$ cat src/rtl/spr_line_writer.sv
// Sprite line writer: expands 8-pixel slivers into a 256-entry line buffer with an occupancy bitmap.
// Optional per-line sliver limit with a sticky overflow flag is enabled by the SPR_TIME_OVER_EN macro.
module spr_line_writer #(
  parameter int unsigned MAX_SLIVERS = 34
) (
  input  logic        clk,
  input  logic        rst,
  input  logic        line_start,
  input  logic        s_valid,
  output logic        s_ready,
  input  logic [8:0]  s_x,
  input  logic [31:0] s_planes,
  input  logic [2:0]  s_pal,
  input  logic [1:0]  s_pri,
  input  logic        s_hflip,
  output logic        lb_we,
  output logic [7:0]  lb_addr,
  output logic [8:0]  lb_din,
  input  logic        rd_en,
  input  logic [7:0]  rd_x,
  output logic [7:0]  lb_raddr,
  input  logic [8:0]  lb_dout,
  output logic [8:0]  rd_pix,
  output logic        rd_opaque,
  output logic        time_over
);

  typedef enum logic [0:0] {IDLE = 1'b0, WRITE = 1'b1} state_e;

  state_e       state_q, state_d;
  logic [2:0]   i_q, i_d;
  logic [8:0]   x_q, x_d;
  logic [31:0]  planes_q, planes_d;
  logic [2:0]   pal_q, pal_d;
  logic [1:0]   pri_q, pri_d;
  logic         hflip_q, hflip_d;
  logic         lb_we_q, lb_we_d;
  logic [7:0]   lb_addr_q, lb_addr_d;
  logic [8:0]   lb_din_q, lb_din_d;
  logic [255:0] occ_q, occ_d;
  logic         rd_pend_q, rd_pend_d;
  logic         rd_occ_q, rd_occ_d;
  logic [8:0]   rd_pix_q, rd_pix_d;
  logic         rd_opaque_q, rd_opaque_d;

  logic         accept;
  logic         drop_sel;
  logic [8:0]   sel_x;
  logic [31:0]  sel_planes;
  logic [2:0]   sel_pal;
  logic [1:0]   sel_pri;
  logic         sel_hflip;
  logic [2:0]   sel_idx;
  logic [12:0]  pix;
  logic         write_ok;

  // Returns {x[8:0], color[3:0]} for pixel idx of a sliver.
  function automatic logic [12:0] pixel(input logic [8:0] base, input logic [31:0] pl,
                                        input logic [2:0] idx, input logic hf);
    logic [2:0] b;
    logic [8:0] x;
    b = hf ? idx : (3'd7 - idx);
    x = base + {6'd0, idx};
    return {x, pl[{2'd3, b}], pl[{2'd2, b}], pl[{2'd1, b}], pl[{2'd0, b}]};
  endfunction

  assign s_ready   = ((state_q == IDLE) || ((state_q == WRITE) && (i_q == 3'd7))) && !line_start;
  assign accept    = s_valid && s_ready;
  assign lb_raddr  = rd_x;
  assign lb_we     = lb_we_q;
  assign lb_addr   = lb_addr_q;
  assign lb_din    = lb_din_q;
  assign rd_pix    = rd_pix_q;
  assign rd_opaque = rd_opaque_q;

`ifdef SPR_TIME_OVER_EN
  logic [5:0] cnt_q, cnt_d;
  logic       drop_q, drop_d;
  logic       time_over_q, time_over_d;
  logic       drop_now;

  always_comb begin
    drop_now    = ({26'd0, cnt_q} >= MAX_SLIVERS);
    drop_sel    = accept ? drop_now : drop_q;
    drop_d      = drop_sel;
    cnt_d       = cnt_q;
    time_over_d = time_over_q;
    if (line_start) begin
      cnt_d       = 6'd0;
      time_over_d = 1'b0;
    end else if (accept) begin
      if (cnt_q != 6'd63) cnt_d = cnt_q + 6'd1;
      if (drop_now) time_over_d = 1'b1;
    end
  end

  always_ff @(posedge clk or posedge rst) begin
    if (rst) begin
      cnt_q       <= 6'd0;
      drop_q      <= 1'b0;
      time_over_q <= 1'b0;
    end else begin
      cnt_q       <= cnt_d;
      drop_q      <= drop_d;
      time_over_q <= time_over_d;
    end
  end

  assign time_over = time_over_q;
`else
  logic unused_max_slivers;
  assign unused_max_slivers = |MAX_SLIVERS;
  assign drop_sel  = 1'b0;
  assign time_over = 1'b0;
`endif

  // The next pixel is taken from the incoming sliver on acceptance so that lb_we lines up with counter i.
  always_comb begin
    sel_x      = accept ? s_x      : x_q;
    sel_planes = accept ? s_planes : planes_q;
    sel_pal    = accept ? s_pal    : pal_q;
    sel_pri    = accept ? s_pri    : pri_q;
    sel_hflip  = accept ? s_hflip  : hflip_q;
    sel_idx    = accept ? 3'd0     : (i_q + 3'd1);
    pix        = pixel(sel_x, sel_planes, sel_idx, sel_hflip);
    // A write still on the port has not reached occ yet, so it is checked separately.
    write_ok   = (pix[3:0] != 4'd0) && !pix[12] && !occ_q[pix[11:4]] && !drop_sel &&
                 !(lb_we_q && (lb_addr_q == pix[11:4]));

    state_d   = state_q;
    i_d       = i_q;
    x_d       = x_q;
    planes_d  = planes_q;
    pal_d     = pal_q;
    pri_d     = pri_q;
    hflip_d   = hflip_q;
    lb_we_d   = 1'b0;
    lb_addr_d = lb_addr_q;
    lb_din_d  = lb_din_q;

    if (line_start) begin
      state_d = IDLE;
      i_d     = 3'd0;
    end else if (accept || ((state_q == WRITE) && (i_q != 3'd7))) begin
      state_d   = WRITE;
      i_d       = sel_idx;
      x_d       = sel_x;
      planes_d  = sel_planes;
      pal_d     = sel_pal;
      pri_d     = sel_pri;
      hflip_d   = sel_hflip;
      lb_we_d   = write_ok;
      lb_addr_d = pix[11:4];
      lb_din_d  = {sel_pri, sel_pal, pix[3:0]};
    end else begin
      state_d = IDLE;
      i_d     = 3'd0;
    end
  end

  always_comb begin
    occ_d = occ_q;
    if (line_start) begin
      occ_d = '0;
    end else if (lb_we_q) begin
      occ_d[lb_addr_q] = 1'b1;
    end

    rd_pend_d   = rd_en;
    rd_occ_d    = rd_en ? occ_q[rd_x] : rd_occ_q;
    rd_pix_d    = rd_pix_q;
    rd_opaque_d = rd_opaque_q;
    if (rd_pend_q) begin
      rd_pix_d    = rd_occ_q ? lb_dout : 9'h000;
      rd_opaque_d = rd_occ_q;
    end else begin
      rd_pix_d    = rd_pix_q;
      rd_opaque_d = rd_opaque_q;
    end
  end

  always_ff @(posedge clk or posedge rst) begin
    if (rst) begin
      state_q     <= IDLE;
      i_q         <= 3'd0;
      x_q         <= 9'd0;
      planes_q    <= 32'd0;
      pal_q       <= 3'd0;
      pri_q       <= 2'd0;
      hflip_q     <= 1'b0;
      lb_we_q     <= 1'b0;
      lb_addr_q   <= 8'd0;
      lb_din_q    <= 9'd0;
      occ_q       <= '0;
      rd_pend_q   <= 1'b0;
      rd_occ_q    <= 1'b0;
      rd_pix_q    <= 9'd0;
      rd_opaque_q <= 1'b0;
    end else begin
      state_q     <= state_d;
      i_q         <= i_d;
      x_q         <= x_d;
      planes_q    <= planes_d;
      pal_q       <= pal_d;
      pri_q       <= pri_d;
      hflip_q     <= hflip_d;
      lb_we_q     <= lb_we_d;
      lb_addr_q   <= lb_addr_d;
      lb_din_q    <= lb_din_d;
      occ_q       <= occ_d;
      rd_pend_q   <= rd_pend_d;
      rd_occ_q    <= rd_occ_d;
      rd_pix_q    <= rd_pix_d;
      rd_opaque_q <= rd_opaque_d;
    end
  end

endmodule

$ cat config.mk
export PLATFORM = sky130hd
export DESIGN_NAME = spr_line_writer
export DESIGN_NICKNAME = d
export VERILOG_FILES = /design/src/rtl/spr_line_writer.sv
export SDC_FILE = /design/constraint.sdc
export NUM_CORES = 1
export LEC_CHECK = 0
export BUFFER_PORTS_ARGS = -buffer_cell sky130_fd_sc_hd__buf_4
export CAP_MARGIN = 30
export CELL_PAD_IN_SITES_DETAIL_PLACEMENT = 1
export CELL_PAD_IN_SITES_GLOBAL_PLACEMENT = 2
export CORE_MARGIN = 3
export CORE_UTILIZATION = 25
export CTS_CLUSTER_SIZE = 8
export DETAILED_ROUTE_END_ITERATION = 6
export PLACE_DENSITY_LB_ADDON = 0.1
export SLEW_MARGIN = 15
export SYNTH_ARGS = -nofsm -noshare
export SYNTH_HDL_FRONTEND = slang
export SYNTH_SLANG_ARGS = --single-unit
$ cat constraint.sdc
create_clock -name clk -period 12.35 [get_ports clk]
set_clock_uncertainty 0.15 [all_clocks]
set_input_delay 1.235 -clock clk [delete_from_list [all_inputs] [get_ports clk]]
set_output_delay 1.235 -clock clk [all_outputs]
set_load 0.05 [all_outputs]
==> metrics.md <==
| Metric | Value |
|---|---|
| Synth Area in Adders | 0.552% |
| Worst EP required | 12.72 ns |
| Final setup violation count | 0 |
| Critical path class | input port to flip-flop |
| Final nets | 1773 |
| Topmost layer with routed signal wires | met4 |
| # port buffers | 105 |
| Number of maximum-capacitance constraint violations | 0 |
| Routability congestion estimate from global placement | 0.773 |
| Total via count in the routed design | 13373 |
| Via count of the first global-routing pass | 14160 |
| Height of the die | 269 um |
| Total negative slack for setup checks | 0 ns |
| Largest net degree at the start of global routing | 109 |
| CTS buffer count | 48 |
| Path class of the lowest-slack min-delay path | flip-flop to flip-flop |
| Worst ir drop on vdd | 80.8 uV |
| Floorplan core area | between 60000 and 70000 um2 |
| Die Width | roughly 270 um |
| Global-route wire length before repair | 99900 um |
| Number of flops mapped to enable cells by yosys | 0 |
| H-tree level count | 2 |
| Number of standard-cell rows in the floorplan | 95 |
| Area leader, netlist | sky130_fd_sc_hd__dfrtp_1 |
| Area growth from synthesis to layout | 18.2% |
| N_diodes | 0 |
| Count of instances resized after the clock tree is built | 0 |
| Routed length per placed instance | 25.9 um |
| Mapped Nets | 1698 |
| Share of synthesized registers carrying an async set or reset | 100% |
| Final worst path period need | 6.87 ns |
| Area share of xor/xnor cells in the synthesized design | 1.18% |
| Main combinational cell family by area after synthesis | multiplexers |
| Number of buffers added to fix hold violations after cts | 0 |
| I/O pins | between 100 and 150 |
| Max Slew Vio Count | 0 |
| Element type at the critical path end | flip-flop |
| Static Leakage | roughly 8.8 nW |
| Number of cells in the design after placement | between 2000 and 3000 |
| Average vias per placed instance | between 5 and 6 |
| Worst relative slew slack | 37.0% |
| Register bit count reported by yosys | around 330 |
| Number of buffers on the longest clock path | 3 |
| Dominant synthesized flop cell | sky130_fd_sc_hd__dfrtp_1 |
| Share of post-route cells with drive strength above 1 | 23.1% |
| Commonest non-fill, non-tap cells in the layout | 332 x sky130_fd_sc_hd__dfrtp_1, 294 x sky130_fd_sc_hd__nor2_1, 256 x sky130_fd_sc_hd__a21oi_1 |
| Achievable frequency | ~150 MHz |
| DRC marker count from the first detailed-route iteration | 883 |
| Power per unit of standard cell area | 149 nW/um2 |
| DR WL met3 | 2390 um |
| Full die area | between 70000 and 80000 um2 |
| CTS tree | done |
| Detailed route wirelength on metal2 | roughly 32000 um |
| Startpoint of the most critical hold path | x_q[1] |
| Antenna violations before repair | 0 |
| GRT Util Overall | 18.7% |
| Total wire length | 66900 um |
| Worst Tran Pin Value | 0.944 ns |
| Proportion of synthesized chip area in sequential cells | ~48% |
| Clock transition at the register clock pins on the worst setup and hold paths after CTS | 0.05 ns |
| CP Max Fanout | approximately 110 |
| Netlist Area Pre-Place | 17200 um2 |
| Total count of hold-check failures in the final report | 0 |
| Startpoint of the most critical register-to-register path | i_q[0] |
| Non-Filler Instances | 2580 |
| Proportion of synthesized area in mux cells | 20.9% |
| Post-layout util | 30.1% |
| Commonest non-fill, non-tap cell in the layout | sky130_fd_sc_hd__dfrtp_1 |
| Data arrival time of the critical path | around 7.2 ns |
| Cell count after synthesis | 1622 |
| Post-synthesis share of cell area spent on and, or, nand and nor gates | between 10 and 15% |
| Clock insertion delay at the later pin of the skew report | 0.57 ns |
| Post-synthesis compound-gate area fraction | between 10% and 20% |
| Fin crit share | 55.6% |
| First-pass detailed-route iteration total | 5 |
| Setup repair bufs after CTS | 0 |
| Buffer cell driving the clock tree root | sky130_fd_sc_hd__clkbuf_16 |
| Global-route congestion overflow total | 0 |
| Number of sinks handled by clock tree synthesis | 332 |
| Unrepaired setup endpoints after global routing | false |
| Startpoint of the worst setup timing path | line_start |
| Nature of the critical path startpoint | input port |
| Warnings, synthesis | 0 |
| Yosys top cell area share | 48.2% |
| HPWL after DPL | 43400 um |
| Starting density of the core | 25.4% |
| Met1 WL | 31200 um |
| Run status | finished clean |
| Final ANT Viol Nets | 0 |
| Number of distinct library cell variants in the gate-level netlist after synthesis | 61 |
| Post-synthesis area per instance | 10.6 um2 |
| Top cells by area, synth | sky130_fd_sc_hd__dfrtp_1 48%, sky130_fd_sc_hd__mux4_2 19%, sky130_fd_sc_hd__a21oi_1 7.4% |
| DRC violation count after routing | 0 |
-- registers in the layout, summed over array words and instances (netlist names), 2 cells and up, named ones only --
register and cells:
lb_addr 8, planes_q 32, rd_pix 9, x_q 8
lb_din 5, occ_q 256, pri_q 2, i_q 3
pal_q 2
-- power breakdown --
part,internal (mW),leakage [nW],total [mW],switching (mW)
registers,1.13,4.53,1.19,0.0595
logic,0.210,3.66,0.647,0.436
clock network,0.708,0.623,1.20,0.490
total,2.05,8.82,3.04,0.986
-- cells in the mapped netlist, types with 5 or more instances --
cell type                  instances
sky130_fd_sc_hd__dfrtp_1         332
sky130_fd_sc_hd__nor2_1          295
sky130_fd_sc_hd__a21oi_1         256
sky130_fd_sc_hd__nand2_1         193
sky130_fd_sc_hd__mux4_2          147
sky130_fd_sc_hd__clkbuf_1         98
sky130_fd_sc_hd__o21ai_0          26
sky130_fd_sc_hd__buf_2            25
sky130_fd_sc_hd__nand3_1          25
sky130_fd_sc_hd__nor3_1           19
sky130_fd_sc_hd__xnor2_1          17
sky130_fd_sc_hd__inv_1            16
sky130_fd_sc_hd__mux2i_1          12
sky130_fd_sc_hd__a31oi_1          11
sky130_fd_sc_hd__nand4_1          11
sky130_fd_sc_hd__and3_1            9
sky130_fd_sc_hd__buf_4             9
sky130_fd_sc_hd__mux2_2            9
sky130_fd_sc_hd__nand2b_1          9
sky130_fd_sc_hd__o211ai_1          9
sky130_fd_sc_hd__a22oi_1           8
sky130_fd_sc_hd__a32oi_1           7
sky130_fd_sc_hd__ha_1              6
sky130_fd_sc_hd__o22ai_1           6
sky130_fd_sc_hd__buf_1             5
sky130_fd_sc_hd__nor2b_1           5
sky130_fd_sc_hd__nor3b_1           5
sky130_fd_sc_hd__o221ai_1          5
-- area by class of cell --
| type | instances | area, um2 |
|---|---|---|
| timing repair buffer | 163 | 1290 |
| sequential | 332 | 8310 |
| tap | 873 | 1090 |
| inverter | 16 | 67.6 |
| multi-input combinational | 1136 | 8350 |
| clock buffer | 60 | 1280 |
| fill | 7546 | 47400 |
-- critical path, stage by stage --
cell,delay (ns)
sky130_fd_sc_hd__clkbuf_8,0.40
sky130_fd_sc_hd__nand2b_4,0.32
sky130_fd_sc_hd__nor2_4,0.38
sky130_fd_sc_hd__buf_4,0.48
sky130_fd_sc_hd__nor2_1,0.16
sky130_fd_sc_hd__ha_1,0.25
sky130_fd_sc_hd__fa_4,1.07
sky130_fd_sc_hd__buf_4,0.72
sky130_fd_sc_hd__mux4_2,0.43
sky130_fd_sc_hd__nor3b_1,0.15
sky130_fd_sc_hd__a2111oi_0,0.43
sky130_fd_sc_hd__a211o_1,0.16
sky130_fd_sc_hd__o311ai_0,0.26
sky130_fd_sc_hd__nor3_1,0.47
sky130_fd_sc_hd__o21a_1,0.19
-- metrics by stage --
step	hold WS, ns	setup slack [ns]	instance area (um2)	power, mW
after global routing	0.347	5.13	20400	3.19
after floorplan	0.289	1.77	17200	1.60
after detailed placement	0.310	4.79	19100	1.87
after global placement	0.305	4.74	19000	1.86
after CTS	0.324	5.40	20400	3.10
final	0.317	5.48	20400	3.04
-- final timing paths --
check	to	slack [ns]	depth (start not counted)
max	lb_we	5.48	15
min	x_q[1]	0.32	2
max reg2reg	lb_we	5.55	16
min reg2reg	x_q[1]	0.32	2
max in group asynchronous	occ_q[233]	8.73	6
min in group asynchronous	occ_q[65]	0.49	2
-- cell families (layout without fill, tap and decap cells) --
kind of cell,count (synthesis),count (layout)
simple gates,583,583
compound gates,353,353
flops,332,332
mux,171,171
buf+inv,154,239
xor+xnor,21,21
fa+ha+maj,7,7
other cells,1,1
-- metal layers --
layer  global-route usage, %  vias up
met5                       0        -
met4                    5.39        0
met3                    2.48       83
met2                    30.5      266
met1                    26.3     7088
li1                        -     5936
(Power assumes the default switching activity.)
